`src/rtl/best_move_selector.sv`:
```
// best_move_selector: reduces the move_evaluator output stream for one
// search node to its best move, that move's eval and a legal-move count.
// After the generator reports done, it waits out the evaluator pipeline
// and then pulses valid_out once.
// Optional feature macro: BEST_MOVE_SELECTOR_BETA_CUTOFF_EN
// (beta cutoff, which adds the beta_in, cutoff_out and abort_out ports).
module best_move_selector #(
  parameter int                 PIPE_DEPTH   = 2,
  parameter logic signed [15:0] NO_MOVE_EVAL = -16'sd30000,
  parameter int                 CNT_W        = 8,
  parameter int                 MOVE_W       = 16
) (
  input  logic                clk_in,
  input  logic                rst_n_in,
  input  logic                start_in,
  input  logic                done_in,
  input  logic [MOVE_W-1:0]   move_in,
  input  logic signed [15:0]  eval_in,
  input  logic                valid_in,
  output logic [MOVE_W-1:0]   best_move_out,
  output logic signed [15:0]  best_eval_out,
  output logic [CNT_W-1:0]    nb_legal_out,
  output logic                no_legal_out,
  output logic                busy_out,
  output logic                valid_out
`ifdef BEST_MOVE_SELECTOR_BETA_CUTOFF_EN
  ,
  input  logic signed [15:0]  beta_in,
  output logic                cutoff_out,
  output logic                abort_out
`endif
);

  typedef enum logic [1:0] {IDLE, COLLECT, DRAIN, REPORT} state_t;

  localparam int DW = (PIPE_DEPTH > 1) ? $clog2(PIPE_DEPTH) : 1;
  localparam logic [DW-1:0] DRAIN_INIT = DW'((PIPE_DEPTH > 0) ? PIPE_DEPTH - 1 : 0);

  state_t        state;
  logic [DW-1:0] drain_cnt;
  logic          take, better, hit, cut_q;

`ifdef BEST_MOVE_SELECTOR_BETA_CUTOFF_EN
  logic signed [15:0] beta_q;
  assign cut_q = cutoff_out;
`else
  assign cut_q = 1'b0;
`endif

  // Move acceptance: COLLECT always; DRAIN only if no cutoff has fired.
  always_comb begin
    take   = valid_in && ((state == COLLECT) || ((state == DRAIN) && !cut_q));
    better = $signed(eval_in) > $signed(best_eval_out);
    hit    = 1'b0;
`ifdef BEST_MOVE_SELECTOR_BETA_CUTOFF_EN
    hit    = take && (state == COLLECT) && ($signed(eval_in) >= $signed(beta_q));
`endif
  end

  assign no_legal_out = (nb_legal_out == '0);

  // Node FSM with the running reduction and registered status outputs.
  always_ff @(posedge clk_in or negedge rst_n_in) begin
    if (!rst_n_in) begin
      state         <= IDLE;
      drain_cnt     <= '0;
      best_move_out <= '0;
      best_eval_out <= NO_MOVE_EVAL;
      nb_legal_out  <= '0;
      busy_out      <= 1'b0;
      valid_out     <= 1'b0;
`ifdef BEST_MOVE_SELECTOR_BETA_CUTOFF_EN
      beta_q        <= '0;
      cutoff_out    <= 1'b0;
      abort_out     <= 1'b0;
`endif
    end else begin
      valid_out <= 1'b0;
`ifdef BEST_MOVE_SELECTOR_BETA_CUTOFF_EN
      abort_out <= 1'b0;
`endif
      // take is never set in IDLE, so this cannot collide with the start clear
      if (take) begin
        if (better) begin
          best_move_out <= move_in;
          best_eval_out <= eval_in;
        end
        if (nb_legal_out != {CNT_W{1'b1}}) nb_legal_out <= nb_legal_out + 1'b1;
      end
      case (state)
        IDLE: begin
          if (start_in) begin
            state         <= COLLECT;
            busy_out      <= 1'b1;
            best_move_out <= '0;
            best_eval_out <= NO_MOVE_EVAL;
            nb_legal_out  <= '0;
`ifdef BEST_MOVE_SELECTOR_BETA_CUTOFF_EN
            cutoff_out    <= 1'b0;
            beta_q        <= beta_in;
`endif
          end
        end
        COLLECT: begin
          if (hit || done_in) begin
`ifdef BEST_MOVE_SELECTOR_BETA_CUTOFF_EN
            if (hit) begin
              cutoff_out <= 1'b1;
              abort_out  <= 1'b1;
            end
`endif
            if (PIPE_DEPTH == 0) begin
              state     <= REPORT;
              valid_out <= 1'b1;
            end else begin
              state     <= DRAIN;
              drain_cnt <= DRAIN_INIT;
            end
          end
        end
        DRAIN: begin
          if (drain_cnt == '0) begin
            state     <= REPORT;
            valid_out <= 1'b1;
          end else begin
            drain_cnt <= drain_cnt - 1'b1;
          end
        end
        REPORT: begin
          state    <= IDLE;
          busy_out <= 1'b0;
        end
        default: state <= IDLE;
      endcase
    end
  end

endmodule

```
`config.mk`:
```
export PLATFORM = sky130hd
export DESIGN_NAME = best_move_selector
export DESIGN_NICKNAME = d
export VERILOG_FILES = /design/src/rtl/best_move_selector.sv
export SDC_FILE = /design/constraint.sdc
export NUM_CORES = 1
export LEC_CHECK = 0
export CORE_ASPECT_RATIO = 1.25
export CORE_MARGIN = 2
export CORE_UTILIZATION = 40
export CTS_CLUSTER_SIZE = 24
export DETAILED_ROUTE_END_ITERATION = 10
export MAX_ROUTING_LAYER = met4
export PLACE_DENSITY = 0.69
export SLEW_MARGIN = 30
export SYNTH_ARGS = -nofsm -noshare
export SYNTH_HDL_FRONTEND = slang
export SYNTH_SLANG_ARGS = --single-unit
```
`constraint.sdc`:
```
create_clock -name clk_in -period 3.25 [get_ports clk_in]
set_clock_uncertainty 0.2 [all_clocks]
set_input_delay 0.8125 -clock clk_in [delete_from_list [all_inputs] [get_ports clk_in]]
set_output_delay 0.8125 -clock clk_in [all_outputs]
set_load 0.02 [all_outputs]
```
# == After elaboration in Yosys (flattened, before gate mapping) ==
# Cells that the tools add are included.
# word_totals
ff_bits,45
in_bits,37
out_inout_bits,43
word_cells,49
# op_classes
n_addsub,2
order_cmp,1
eq_ne,7
muxes,23
n_reduce_logical,9
# ops
cell,n
16-bit 2-to-1 mux,8
8-bit 2-to-1 mux,4
16-bit > comparator,1
"8-bit by 1-bit adder with 8-bit output, second input constant",1
8-bit zero test,1
"8-bit != test, second input constant",1
2-bit one-hot mux with 4 select lines,1
2-bit 2-to-1 mux,3
"2-bit != test, second input constant",3
1-bit 2-to-1 mux,5
"2-bit equality test, second input constant",2
1-bit one-hot mux with 2 select lines,2
2-bit AND reduction,2
2-bit nonzero test,2
3-bit AND reduction,1
"2-bit by 1-bit equality test with 1-bit output, second input constant",1
2-bit zero test,1
1-bit logical AND,1
1-bit logical OR,1
"1-bit subtractor, second input constant",1

# == Depth between registers and ports, before layout ==
# depth
word_depth,6
depth_mapped,10
mapped_depth_nobuf,8

# == Least setup slack after synthesis ==
# OpenSTA, ideal clock, no wires.
# synth_timing
kind,register to output
start,register nb_legal_out[0]
end,output no_legal_out
arrival_ns,1.916
required_ns,2.237
setup_slack_ns,0.322
stages_incl_launch_ff,5
n_path_buf,0
cell_sequence,dfrtp_1 > inv_1 > ha_1 > or4b_2 > nor4_1
# synth_between
elab_chain_cells,1
# synth_rtl
item,line,text
"start, declared",22,"output logic [CNT_W-1:0] nb_legal_out,"
"start signal, assigned",88,if (nb_legal_out != {CNT_W{1'b1}}) nb_legal_out <= nb_legal_out + 1'b1;
8-bit zero test,60,assign no_legal_out = (nb_legal_out == '0);
"end, declared",23,"output logic no_legal_out,"
# Every way passes these cells.

# == Worst setup path in the final report ==
# layout_timing
start,input eval_in[13]
end,register best_move_out[8]
# layout_between
elab_chain_cells,5
# layout_rtl
item,line,text
"start, declared",18,"input logic signed [15:0] eval_in,"
16-bit > comparator *,53,better = $signed(eval_in) > $signed(best_eval_out);
16-bit 2-to-1 mux *,84,if (better) begin
16-bit 2-to-1 mux *,83,if (take) begin
16-bit 2-to-1 mux,92,if (start_in) begin
16-bit 2-to-1 mux *,90,case (state)
"end signal, assigned",85,best_move_out <= move_in;
"end, declared",20,"output logic [MOVE_W-1:0] best_move_out,"
# Every way passes the cells marked *; elsewhere a longest branch is shown, timed or not.
# A chain may end at the register's enable or synchronous reset.

==> flow_summary.json <==
{
  "rsz0062_at_grt": "false",
  "p_leak_uw": 0.00163,
  "syn_inst": 288,
  "nNetsFinal": 433,
  "start_kind": "input port",
  "die_y_um": 95.8,
  "drv_cap": 0,
  "status": "finished, final reports clean",
  "pin_count": 80,
  "ant_nets": 0,
  "rrSetupSlack_ns": 0.54,
  "cpPeakStageDelay_ns": 0.52,
  "slowest_stage": "or4_4",
  "start_util": 0.411,
  "ys_ff_latch": 45,
  "routed_wl_um": 7320,
  "dr.pass1.iters": 4,
  "grt_pass1_vias": 2549,
  "setup_viol": 0,
  "die-area_mm2": 0.00742,
  "hold_violations": 0,
  "synth_area_per_cell_um2": 9.37,
  "end_kind": "flip-flop",
  "fill_cells": 585,
  "synth_area_mm2": 0.00270,
  "synthFlopType": "dfrtp_1",
  "cts_tree": "yes",
  "syn_to_final_growth_pct": 42.3,
  "relSlewSlack": 0.613,
  "placed_area_mm2": 0.00370,
  "finish.utilization": 0.585,
  "crit_arrival_ns": 3.10,
  "wl_met3_um": 259,
  "core-area_mm2": 0.00657,
  "slew_viol_final": 0,
  "die_x_um": 77.5,
  "critPathMaxFanout": 12,
  "crit_family": "simple AND/OR/NAND/NOR gates",
  "cts_sinks": 45,
  "synthArstFlopShare": 1.00,
  "wl_per_cell_um": 15.8,
  "cts_setup_buffers": 0,
  "route.met2.wl_um": 3970,
  "synthesis.nets": 347,
  "post_drt_via_cell_ratio": 5.60,
  "fin_crit_sh": 0.961,
  "grt_pass1_wl_um": 12200,
  "synth_edf_count": 0,
  "grt_util_all_layers": 0.213,
  "finalCriticalPeriod_ns": 3.12,
  "vias": 2586,
  "ys.warnings.count": 0,
  "n_antenna_cell": 0,
  "num_rows": 33,
  "wl_met1_um": 3010,
  "drive_gt1_frac": 0.133,
  "port-buffer-count": 79,
  "antenna_found_initial": 0,
  "cts_inserted_buffers": 5,
  "path_class": "input port to flip-flop",
  "drc": 0,
  "synth_cell_types": 38,
  "clockBufferDepth": 2,
  "htreeDepth": 2,
  "cts-root-buf": "clkbuf_8",
  "path_buf_inv": 2,
  "gr-total-overflow": 0,
  "fmaxAchievable_mhz": 320,
  "dr.max_layer_used": "met4",
  "routabilityCongestion": 0.846,
  "worst_pin_slew_ns": 0.580,
  "drt_iter0_drc": 116,
  "grt_max_degree": 46,
  "insertion_delay_ns": 0.30,
  "post-dp-hpwl_um": 5430,
  "cp_cell_sequence": "clkdlybuf4s50_1 -> ha_4 -> nand4_1 -> or4_4 -> a21oi_4 -> nor4_2 -> buf_4 -> o31ai_1 -> a21oi_1",
  "crit_required_ns": 3.23,
  "powerDensity_mw_per_mm2": 847,
  "clk_pin_slew_ns": 0.09,
  "hold_class": "input port to asynchronous set/reset pin",
  "design_area_mm2": 0.00384,
  "ir_worst_vdd_v": 0.000443,
  "yosysSeqAreaShare": 0.420,
  "p_total_uw": 3250
}
-- flip-flops by register name, indices dropped and copies added, names as in the netlist --
signal	flops
busy_out	1
drain_cnt	1
nb_legal_out	8
state	2
valid_out	1
best_move_out	16
best_eval_out	16
-- cells in the mapped netlist, types with 2 or more instances --
| master | n | area (µm²) |
|---|---|---|
| dfrtp_1 | 39 | 976 |
| a21oi_1 | 34 | 170 |
| nand4_1 | 32 | 200 |
| o31ai_1 | 26 | 195 |
| inv_1 | 23 | 86.3 |
| ha_1 | 22 | 275 |
| nand2_1 | 11 | 41.3 |
| clkbuf_1 | 10 | 37.5 |
| nor2_1 | 10 | 37.5 |
| nor4_1 | 10 | 62.6 |
| buf_2 | 9 | 45.0 |
| a31oi_1 | 6 | 37.5 |
| dfstp_2 | 6 | 158 |
| nand3_1 | 5 | 25.0 |
| o21ai_0 | 5 | 25.0 |
| nor3_1 | 4 | 20.0 |
| o21ai_1 | 4 | 20.0 |
| buf_6 | 3 | 33.8 |
| nor2b_1 | 3 | 18.8 |
| o21bai_1 | 3 | 22.5 |
| xor2_1 | 3 | 26.3 |
| a211oi_1 | 2 | 15.0 |
| a21o_1 | 2 | 15.0 |
| xnor2_1 | 2 | 17.5 |
-- cell usage in the layout, fill, tap and decap left out, types with 2 or more instances in the layout --
cell	n
nor4_1	9
a31oi_1	6
o31ai_1	25
buf_4	20
a211oi_1	2
a21oi_1	33
ha_1	21
o21ai_1	5
clkdlybuf4s50_1	77
nor3_1	4
a21o_1	2
buf_12	3
nand3_1	5
dfstp_2	6
o21bai_2	2
o21ai_0	4
xnor2_1	2
dfrtp_1	39
nand2_1	11
clkbuf_8	6
nand4_1	32
nor2b_1	3
inv_1	23
nor2_1	10
xor2_1	3
-- area by class of cell --
class	instances	area [µm²]	area share
multi-input combinational	197	1390	0.362
timing repair buffer	102	1000	0.261
sequential	45	1130	0.295
clock inverter	2	37.5	0.00978
inverter	23	86.3	0.0225
clock buffer	6	82.6	0.0215
tap	87	109	0.0283
-- worst paths after layout --
kind                                   startpoint                to  depth (start not counted)
worst min register to register          drain_cnt         valid_out                          1
max in group asynchronous                rst_n_in          busy_out                          1
worst max-delay path                  eval_in[13]  best_move_out[8]                          9
min in group clk_in                     drain_cnt         valid_out                          1
worst max register to register  best_eval_out[15]  best_move_out[8]                          9
worst min-delay path                     rst_n_in  best_move_out[4]                          1
-- stage by stage --
stage | setup WS [ns] | hold slack (ns) | setup TNS [ns] | cells
finish | 0.128 | 0.299 | 0 | 462
global route | 0.0270 | 0.328 | 0 | 462
CTS | 0.126 | 0.305 | 0 | 462
detailed placement | -0.200 | 0.276 | -5.04 | 454
global placement | -0.111 | 0.272 | -2.93 | 454
floorplan | 0.322 | 0.247 | 0 | 288
-- worst register-to-register path, delay by kind of cell (launching register included) --
family,cells,cell delay (ns)
compound gates,3,0.53
flops,1,0.56
fa+ha+maj,1,0.29
simple gates,3,0.75
buf+inv,2,0.25
-- cell families after synthesis --
kind of cell    share of synthesized area
compound gates                      0.210
xor+xnor                           0.0162
fa+ha+maj                           0.102
buf+inv                            0.0779
flops                               0.420
mux                               0.00788
simple gates                        0.166
-- routing by layer --
metal  global-route usage  vias up
li1                     -     1244
met4               0.0610        0
met3               0.0310        8
met1                0.254     1261
met5                    -        -
met2                0.377       73
-- report_power, final --
part	leakage (µW)	switching [µW]	total, µW	internal (µW)
clock network	0.0000574	198	448	250
registers	0.000572	156	939	783
logic	0.000999	1020	1860	848
-- timing repair --
action	4_1_cts	5_1_grt
setup endpoints to repair	1	14
hold buffers	0	0
resized for setup	1	4
No activity file was read; power rests on OpenSTA's default activity.
